`config.mk`:
```
export PLATFORM = sky130hd
export DESIGN_NAME = key_event_ctrl_flat
export DESIGN_NICKNAME = d
export VERILOG_FILES = /design/src/rtl/key_event_if.sv /design/src/rtl/key_event_ctrl.sv /design/src/flat_wrapper.sv
export SDC_FILE = /design/constraint.sdc
export NUM_CORES = 1
export LEC_CHECK = 0
export BUFFER_PORTS_ARGS = -buffer_cell sky130_fd_sc_hd__buf_2
export CORE_MARGIN = 8
export CORE_UTILIZATION = 28
export DETAILED_ROUTE_END_ITERATION = 7
export PLACE_DENSITY_LB_ADDON = 0.15
export REMOVE_ABC_BUFFERS = 1
export SYNTH_ARGS = -nofsm -noshare
export SYNTH_HDL_FRONTEND = slang
export SYNTH_SLANG_ARGS = --single-unit
```
`constraint.sdc`:
```
create_clock -name clk -period 3 [get_ports clk]
set_clock_uncertainty 0.05 [all_clocks]
set_input_delay 0.15 -clock clk [delete_from_list [all_inputs] [get_ports clk]]
set_output_delay 0.15 -clock clk [all_outputs]
set_load 0.05 [all_outputs]
```
`src/rtl/key_event_if.sv`:
```
// key_event_if: event handshake between the key controller and its consumer
interface key_event_if #(parameter int CODE_W = 2);
  logic              ev_valid;
  logic [CODE_W-1:0] ev_code;
  logic              ev_long;
  logic              ev_ready;
  modport master (output ev_valid, ev_code, ev_long, input ev_ready);
  modport slave  (input ev_valid, ev_code, ev_long, output ev_ready);
endinterface

```
`src/rtl/key_event_ctrl.sv`:
```
// key_event_ctrl: debounces raw keys and reports press / long-press events through a valid/ready port
module key_event_ctrl #(
  parameter int N_KEYS     = 4,
  parameter int TICK_W     = 20,
  parameter int STABLE_N   = 4,
  parameter int LONG_TICKS = 64
) (
  input  logic              clk,
  input  logic              rst_n,
  input  logic [N_KEYS-1:0] i_key,
  output logic [N_KEYS-1:0] o_key_state,
  output logic              o_ovf,
  key_event_if.master       bus
);
  localparam int CODE_W = N_KEYS > 1 ? $clog2(N_KEYS) : 1;
  localparam int HOLD_W = $clog2(LONG_TICKS + 1);
  logic [N_KEYS-1:0]   r_sync1, r_sync2;
  logic [TICK_W-1:0]   r_pre;
  logic [STABLE_N-1:0] r_samp [N_KEYS];
  logic [STABLE_N-1:0] w_samp_nxt [N_KEYS];
  logic [HOLD_W-1:0]   r_hold [N_KEYS];
  logic [N_KEYS-1:0]   r_ks, r_ppend, r_lpend;
  logic [N_KEYS-1:0]   w_press, w_rel, w_lset;
  logic [N_KEYS-1:0]   w_oh, w_pclr, w_lclr, w_pav, w_lav, w_req;
  logic                r_ovf, r_valid, r_long;
  logic [CODE_W-1:0]   r_code, r_last;
  logic [CODE_W-1:0]   w_sel, w_idx;
  logic                w_tick, w_xfer, w_adv, w_found, w_ovf_set;
  assign w_tick = &r_pre;
  genvar k;
  generate
    for (k = 0; k < N_KEYS; k++) begin : g_key
      assign w_samp_nxt[k] = {r_samp[k][STABLE_N-2:0], r_sync2[k]};
      assign w_press[k]    = w_tick & ~r_ks[k] & ~|w_samp_nxt[k];
      assign w_rel[k]      = w_tick & r_ks[k] & (&w_samp_nxt[k]);
      // long press fires once, on the tick the hold count reaches LONG_TICKS, unless the key is releasing
      assign w_lset[k]     = w_tick & r_ks[k] & ~w_rel[k] & (r_hold[k] == HOLD_W'(LONG_TICKS - 1));
    end
  endgenerate
  assign w_xfer    = r_valid & bus.ev_ready;
  assign w_adv     = ~r_valid | bus.ev_ready;
  assign w_oh      = N_KEYS'(1) << r_code;
  assign w_pclr    = (w_xfer & ~r_long) ? w_oh : '0;
  assign w_lclr    = (w_xfer & r_long) ? w_oh : '0;
  assign w_pav     = r_ppend & ~w_pclr;
  assign w_lav     = r_lpend & ~w_lclr;
  assign w_req     = w_pav | w_lav;
  assign w_ovf_set = |(w_press & w_pav) | |(w_lset & w_lav);
  // synchronize raw keys (idle high) and run the sample-tick prescaler
  always_ff @(posedge clk or negedge rst_n) begin
    if (!rst_n) begin
      r_sync1 <= '1;
      r_sync2 <= '1;
      r_pre   <= '0;
    end else begin
      r_sync1 <= i_key;
      r_sync2 <= r_sync1;
      r_pre   <= r_pre + 1'b1;
    end
  end
  // per-key sample shift, debounced state and saturating hold counter
  always_ff @(posedge clk or negedge rst_n) begin
    if (!rst_n) begin
      r_ks <= '0;
      for (int i = 0; i < N_KEYS; i++) begin
        r_samp[i] <= '1;
        r_hold[i] <= '0;
      end
    end else begin
      for (int i = 0; i < N_KEYS; i++) begin
        if (w_tick) r_samp[i] <= w_samp_nxt[i];
        r_ks[i]   <= w_press[i] ? 1'b1 : w_rel[i] ? 1'b0 : r_ks[i];
        r_hold[i] <= !r_ks[i] ? '0 :
                     (w_tick && r_hold[i] != HOLD_W'(LONG_TICKS)) ? r_hold[i] + 1'b1 : r_hold[i];
      end
    end
  end
  // pending flags: a new event beats a same-cycle clear; a repeat on a live flag is lost and sticks ovf
  always_ff @(posedge clk or negedge rst_n) begin
    if (!rst_n) begin
      r_ppend <= '0;
      r_lpend <= '0;
      r_ovf   <= 1'b0;
    end else begin
      r_ppend <= w_press | w_pav;
      r_lpend <= w_lset | w_lav;
      r_ovf   <= r_ovf | w_ovf_set;
    end
  end
  // round-robin search starting after the last granted key
  always_comb begin
    w_found = 1'b0;
    w_sel   = '0;
    w_idx   = '0;
    for (int j = 1; j <= N_KEYS; j++) begin
      w_idx = CODE_W'((int'(r_last) + j) % N_KEYS);
      if (!w_found && w_req[w_idx]) begin
        w_found = 1'b1;
        w_sel   = w_idx;
      end
    end
  end
  // present the selected event; hold it until accepted
  always_ff @(posedge clk or negedge rst_n) begin
    if (!rst_n) begin
      r_valid <= 1'b0;
      r_code  <= '0;
      r_long  <= 1'b0;
      r_last  <= CODE_W'(N_KEYS - 1);
    end else if (w_adv) begin
      r_valid <= w_found;
      if (w_found) begin
        r_code <= w_sel;
        r_long <= ~w_pav[w_sel];
        r_last <= w_sel;
      end
    end
  end
  assign bus.ev_valid = r_valid;
  assign bus.ev_code  = r_code;
  assign bus.ev_long  = r_long;
  assign o_key_state  = r_ks;
  assign o_ovf        = r_ovf;
endmodule

```
`src/flat_wrapper.sv`:
```
// flat-port wrapper written by rule: the top's interface ports become plain ports
module key_event_ctrl_flat 
#(
  parameter int N_KEYS     = 4,
  parameter int TICK_W     = 20,
  parameter int STABLE_N   = 4,
  parameter int LONG_TICKS = 64
)
  (clk, rst_n, i_key, o_key_state, o_ovf, bus_ev_valid, bus_ev_code, bus_ev_long, bus_ev_ready);
  key_event_if #(.CODE_W(2)) bus_i ();
  input  logic clk;
  input  logic rst_n;
  input  logic [N_KEYS-1:0] i_key;
  output logic [N_KEYS-1:0] o_key_state;
  output logic o_ovf;
  output wire logic [$bits(bus_i.ev_valid)-1:0] bus_ev_valid;
  output wire logic [$bits(bus_i.ev_code)-1:0] bus_ev_code;
  output wire logic [$bits(bus_i.ev_long)-1:0] bus_ev_long;
  input wire logic [$bits(bus_i.ev_ready)-1:0] bus_ev_ready;
  assign bus_ev_valid = bus_i.ev_valid;
  assign bus_ev_code = bus_i.ev_code;
  assign bus_ev_long = bus_i.ev_long;
  assign bus_i.ev_ready = bus_ev_ready;
  key_event_ctrl #(.N_KEYS(N_KEYS), .TICK_W(TICK_W), .STABLE_N(STABLE_N), .LONG_TICKS(LONG_TICKS)) u_core (.clk(clk), .rst_n(rst_n), .i_key(i_key), .o_key_state(o_key_state), .o_ovf(o_ovf), .bus(bus_i));
endmodule
```
==> results.md <==
- The count of buffers added on input and output ports is 15.
- Counting instances, the worst hold path has a depth of 3.
- The critical setup path kind is flop to flop.
- The number of library cell types mapped by synthesis is slightly below 50.
- Across the run, the number of max-cap violations was 0.
- The logic depth of the worst path, buffers included is 8.
- The share of final-layout standard cells stronger than drive strength 1 is 0.164.
- The first-pass GRT wire length is 14400 um.
- The total negative setup slack is 0 ns.
- The largest voltage drop on the vdd net is between 200 and 250 uV.
- The number of register bits inferred by synthesis is 87.
- The setup violation total in the final timing report is 0.
- The congestion estimate from routability-driven global placement came to 0.753.
- The core region is between 10000 and 15000 um^2.
- The footprint of the multi-input gates is around 1800 um^2.
- TritonCTS built the clock tree.
- Clock-pin slew was measured on the worst setup and hold paths at 0.06 ns.
- The arrival time of the worst setup path is ~2.8 ns.
- The post-route clock period utilization is 0.853.
- Measured against its own limit, the worst slew margin works out to 0.303.
- The leftover overflow at the end of global routing is 0.
- Subtracting the final worst setup slack from the clock period gives 2.56 ns.
- The die is around 140 um wide.
- Fill cells in the final layout number around 1500.
- During synthesis, Yosys emitted a total of 0 warnings.
- The number of instances resized during post-cts repair is 0.
- The layout overhead on the synthesized area is 17.3%.
- After technology mapping, the gate count stands at 396.
- Across the whole layout, storage elements account for 2200 um^2.
- The average instance area after synthesis is 10.5 um^2.
- The number of antenna violations at the first check in global routing is 0.
- The depth of the worst register-to-register path is 8.
- In this run the core area contains 44 standard-cell rows.
- The area of the mapped netlist is 4140 um^2.
- The endpoint type of the worst setup path is a flop.
- The flow ran to the end, and the final reports show no timing, DRC or antenna violations.
- TritonCTS created 9 clock buffers.
- The count of TritonRoute iterations in the first routing pass is 5.
- In the final routed layout, each cell accounts on average for about 13 um.
- The most common cell after layout, fill and taps aside is sky130_fd_sc_hd__nand2_1.
- For this run, the leading register cell type out of synthesis is sky130_fd_sc_hd__dfrtp_1.
- In this run the clock root is driven by a sky130_fd_sc_hd__clkbuf_16.
- The maximum net fanout on the critical path is 10.
- The leakage power is approximately 2.1 nW.
- The number of levels in the clock H-tree is 3.
- The count of unresolved DRC violations after routing is 0.
- On the critical path, the stage with the largest delay is an instance of sky130_fd_sc_hd__or4b_1.
- Among cell families on the critical path, the largest total delay comes from simple AND/OR/NAND/NOR gates.
- The via count of the first global-routing pass is 2994.
- The total routed wirelength is about 8000 um.
- The buffers plus inverters on the worst setup path is 0.
- The library cells used most frequently in the layout, excluding fill and tap cells, are sky130_fd_sc_hd__nand2_1 (67), sky130_fd_sc_hd__dfrtp_1 (65), sky130_fd_sc_hd__xnor2_1 (34).
- The final max-slew violation count was 0.
- For the worst setup path, the data required time is 3.21 ns.
- The maximum number of pins on one net before global-route repair is approximately 80.
- The total inserted antenna cells is 0.
- Across every metal layer, demand over resource in global routing totals 0.0961.
- 16 I/O pins were placed.
- The count of routing violations after the opening detailed-route iteration is 88.
- In the synthesized netlist the async set-or-reset flop fraction comes to 1.00.
- The routed layout has roughly 2900 vias.
- The final layout contains ~440 nets.
- Timing would allow up to a little under 0.4 GHz.
- The post-route antenna net violation count is 0.
- Measured along the y axis, the die boundary spans between 100 and 150 um.
- The count of flip-flops with a built-in enable after synthesis is 0.
- The power density over the cells is between 600 and 700 nW/um^2.
- The category of the worst setup path launch point is a flop.
- The worst hold path belongs to the class input pin to flop.
- Counting every sink on the clock net gives slightly below 90.
- The clock latency reported for the late side of the worst-skew pair is around 0.34 ns.
- On the worst path, the slowest cell contributes a delay of around 0.64 ns.
- The mean number of vias per cell is between 4 and 5.
- Summed over all nets, the half-perimeter wirelength after detailed placement is 5450 um.
- For this run, the register share of the synthesized area comes to 0.533.
- The die covers between 15000 and 20000 um^2.
- Setup repair after global routing left no endpoint under its margin.
- Counting along the longest clock path gives a buffer depth of 2.
- At the pin with the least slew margin, the transition time is roughly 1.0 ns.
- The critical path goes through ha_1 > nand2_1 > nor4_4 > nand3_2 > or4b_1 > o22ai_1 > a211oi_1 > o221ai_2.
- The final hold violation count is 0.
- The initial core utilization is 0.286.
- The end-of-flow core utilization is 0.335.
## Yosys cell counts (all sizes together) (4+ instances only)
cell / n / area, um^2
nand2: 67 / 251
dfrtp: 65 / 1630
xnor2: 34 / 298
and2: 24 / 150
dfstp: 22 / 578
o21ai: 20 / 104
nand3: 19 / 113
nand4: 15 / 100
nor2: 14 / 52.6
and3: 11 / 68.8
inv: 11 / 41.3
nor2b: 11 / 68.8
ha: 9 / 113
xor2: 8 / 70.1
nor4: 7 / 58.8
a31oi: 6 / 56.3
clkbuf: 6 / 22.5
mux2i: 5 / 50.1
nand2b: 4 / 25.0
nor3: 4 / 20.0
or3: 4 / 25.0
## routing by layer
metal / routed length [um] / global-route usage / up-vias
met5: 0 / 0 / -
met4: 97 / 0.0326 / 0
met3: 338 / 0.0361 / 7
met2: 3710 / 0.151 / 34
met1: 3950 / 0.118 / 1403
li1: - / - / 1428
## worst paths after layout
| kind | startpoint | endpoint | slack, ns |
|---|---|---|---|
| max | u_core.r_pre[0] | u_core.o_ovf | 0.44 |
| min | bus_ev_ready | u_core.bus.ev_valid | 0.12 |
| max reg2reg | u_core.r_pre[0] | u_core.o_ovf | 0.44 |
| min reg2reg | u_core.r_sync1[2] | u_core.r_sync2[2] | 0.31 |
| max in group asynchronous | rst_n | u_core.r_samp[14] | 1.62 |
| min in group asynchronous | rst_n | u_core.r_hold[3] | 0.47 |
## kinds of logic (layout without fill, tap and decap cells)
kind of cell,after synthesis,after routing,share of synthesized area
buf+inv,20,57,0.0206
fa+ha+maj,9,9,0.0272
simple gates,188,188,0.242
xor+xnor,42,42,0.0889
flops,87,87,0.533
mux,5,5,0.0121
compound gates,45,45,0.0768
## state kept, by name, summed over array words and instances, names as in the netlist
register             flops
u_core.r_lpend           4
u_core.bus.ev_code       2
u_core.bus.ev_long       1
u_core.r_ppend           4
u_core.o_ovf             1
u_core.r_pre            20
u_core.r_hold           28
u_core.o_key_state       4
u_core.r_sync1           4
u_core.r_sync2           4
u_core.r_last            2
u_core.bus.ev_valid      1
u_core.r_samp           12
## stage by stage
| stage | cell area, um^2 | setup slack, ns | cells | total power [W] | hold WS, ns |
|---|---|---|---|---|---|
| finish | 4850 | 0.441 | 617 | 0.00319 | 0.122 |
| CTS | 4850 | 0.409 | 617 | 0.00325 | 0.103 |
| global route | 4850 | 0.208 | 617 | 0.00337 | 0.142 |
| floorplan | 4100 | 0.422 | 387 | 0.00179 | -0.196 |
| global placement | 4480 | 0.497 | 596 | 0.00199 | 0.206 |
| detailed placement | 4480 | 0.424 | 596 | 0.00199 | 0.207 |
## cell type report
| cell class | count | share of cell area |
|---|---|---|
| clock buffers | 13 | 0.0536 |
| clock inverters | 3 | 0.0134 |
| well taps | 184 | 0.0474 |
| repair buffers | 30 | 0.0418 |
| multi-input cells | 289 | 0.381 |
| flip-flops and latches | 87 | 0.454 |
| inverters | 11 | 0.00851 |
## worst min-delay path: stages
cell	delay, ns
sky130_fd_sc_hd__buf_2	0.10
sky130_fd_sc_hd__nand2b_1	0.16
sky130_fd_sc_hd__nand2_1	0.06
## timing repair
action,CTS,global route
setup buffers,0,0
hold buffers,5,0
hold endpoints to repair,32,0
## where the power goes
part | switching (W) | internal [W]
combinational | 0.000399 | 0.000220
clock | 0.000436 | 0.000774
sequential | 0.0000849 | 0.00127
total | 0.000919 | 0.00227
(Power assumes the default switching activity.)
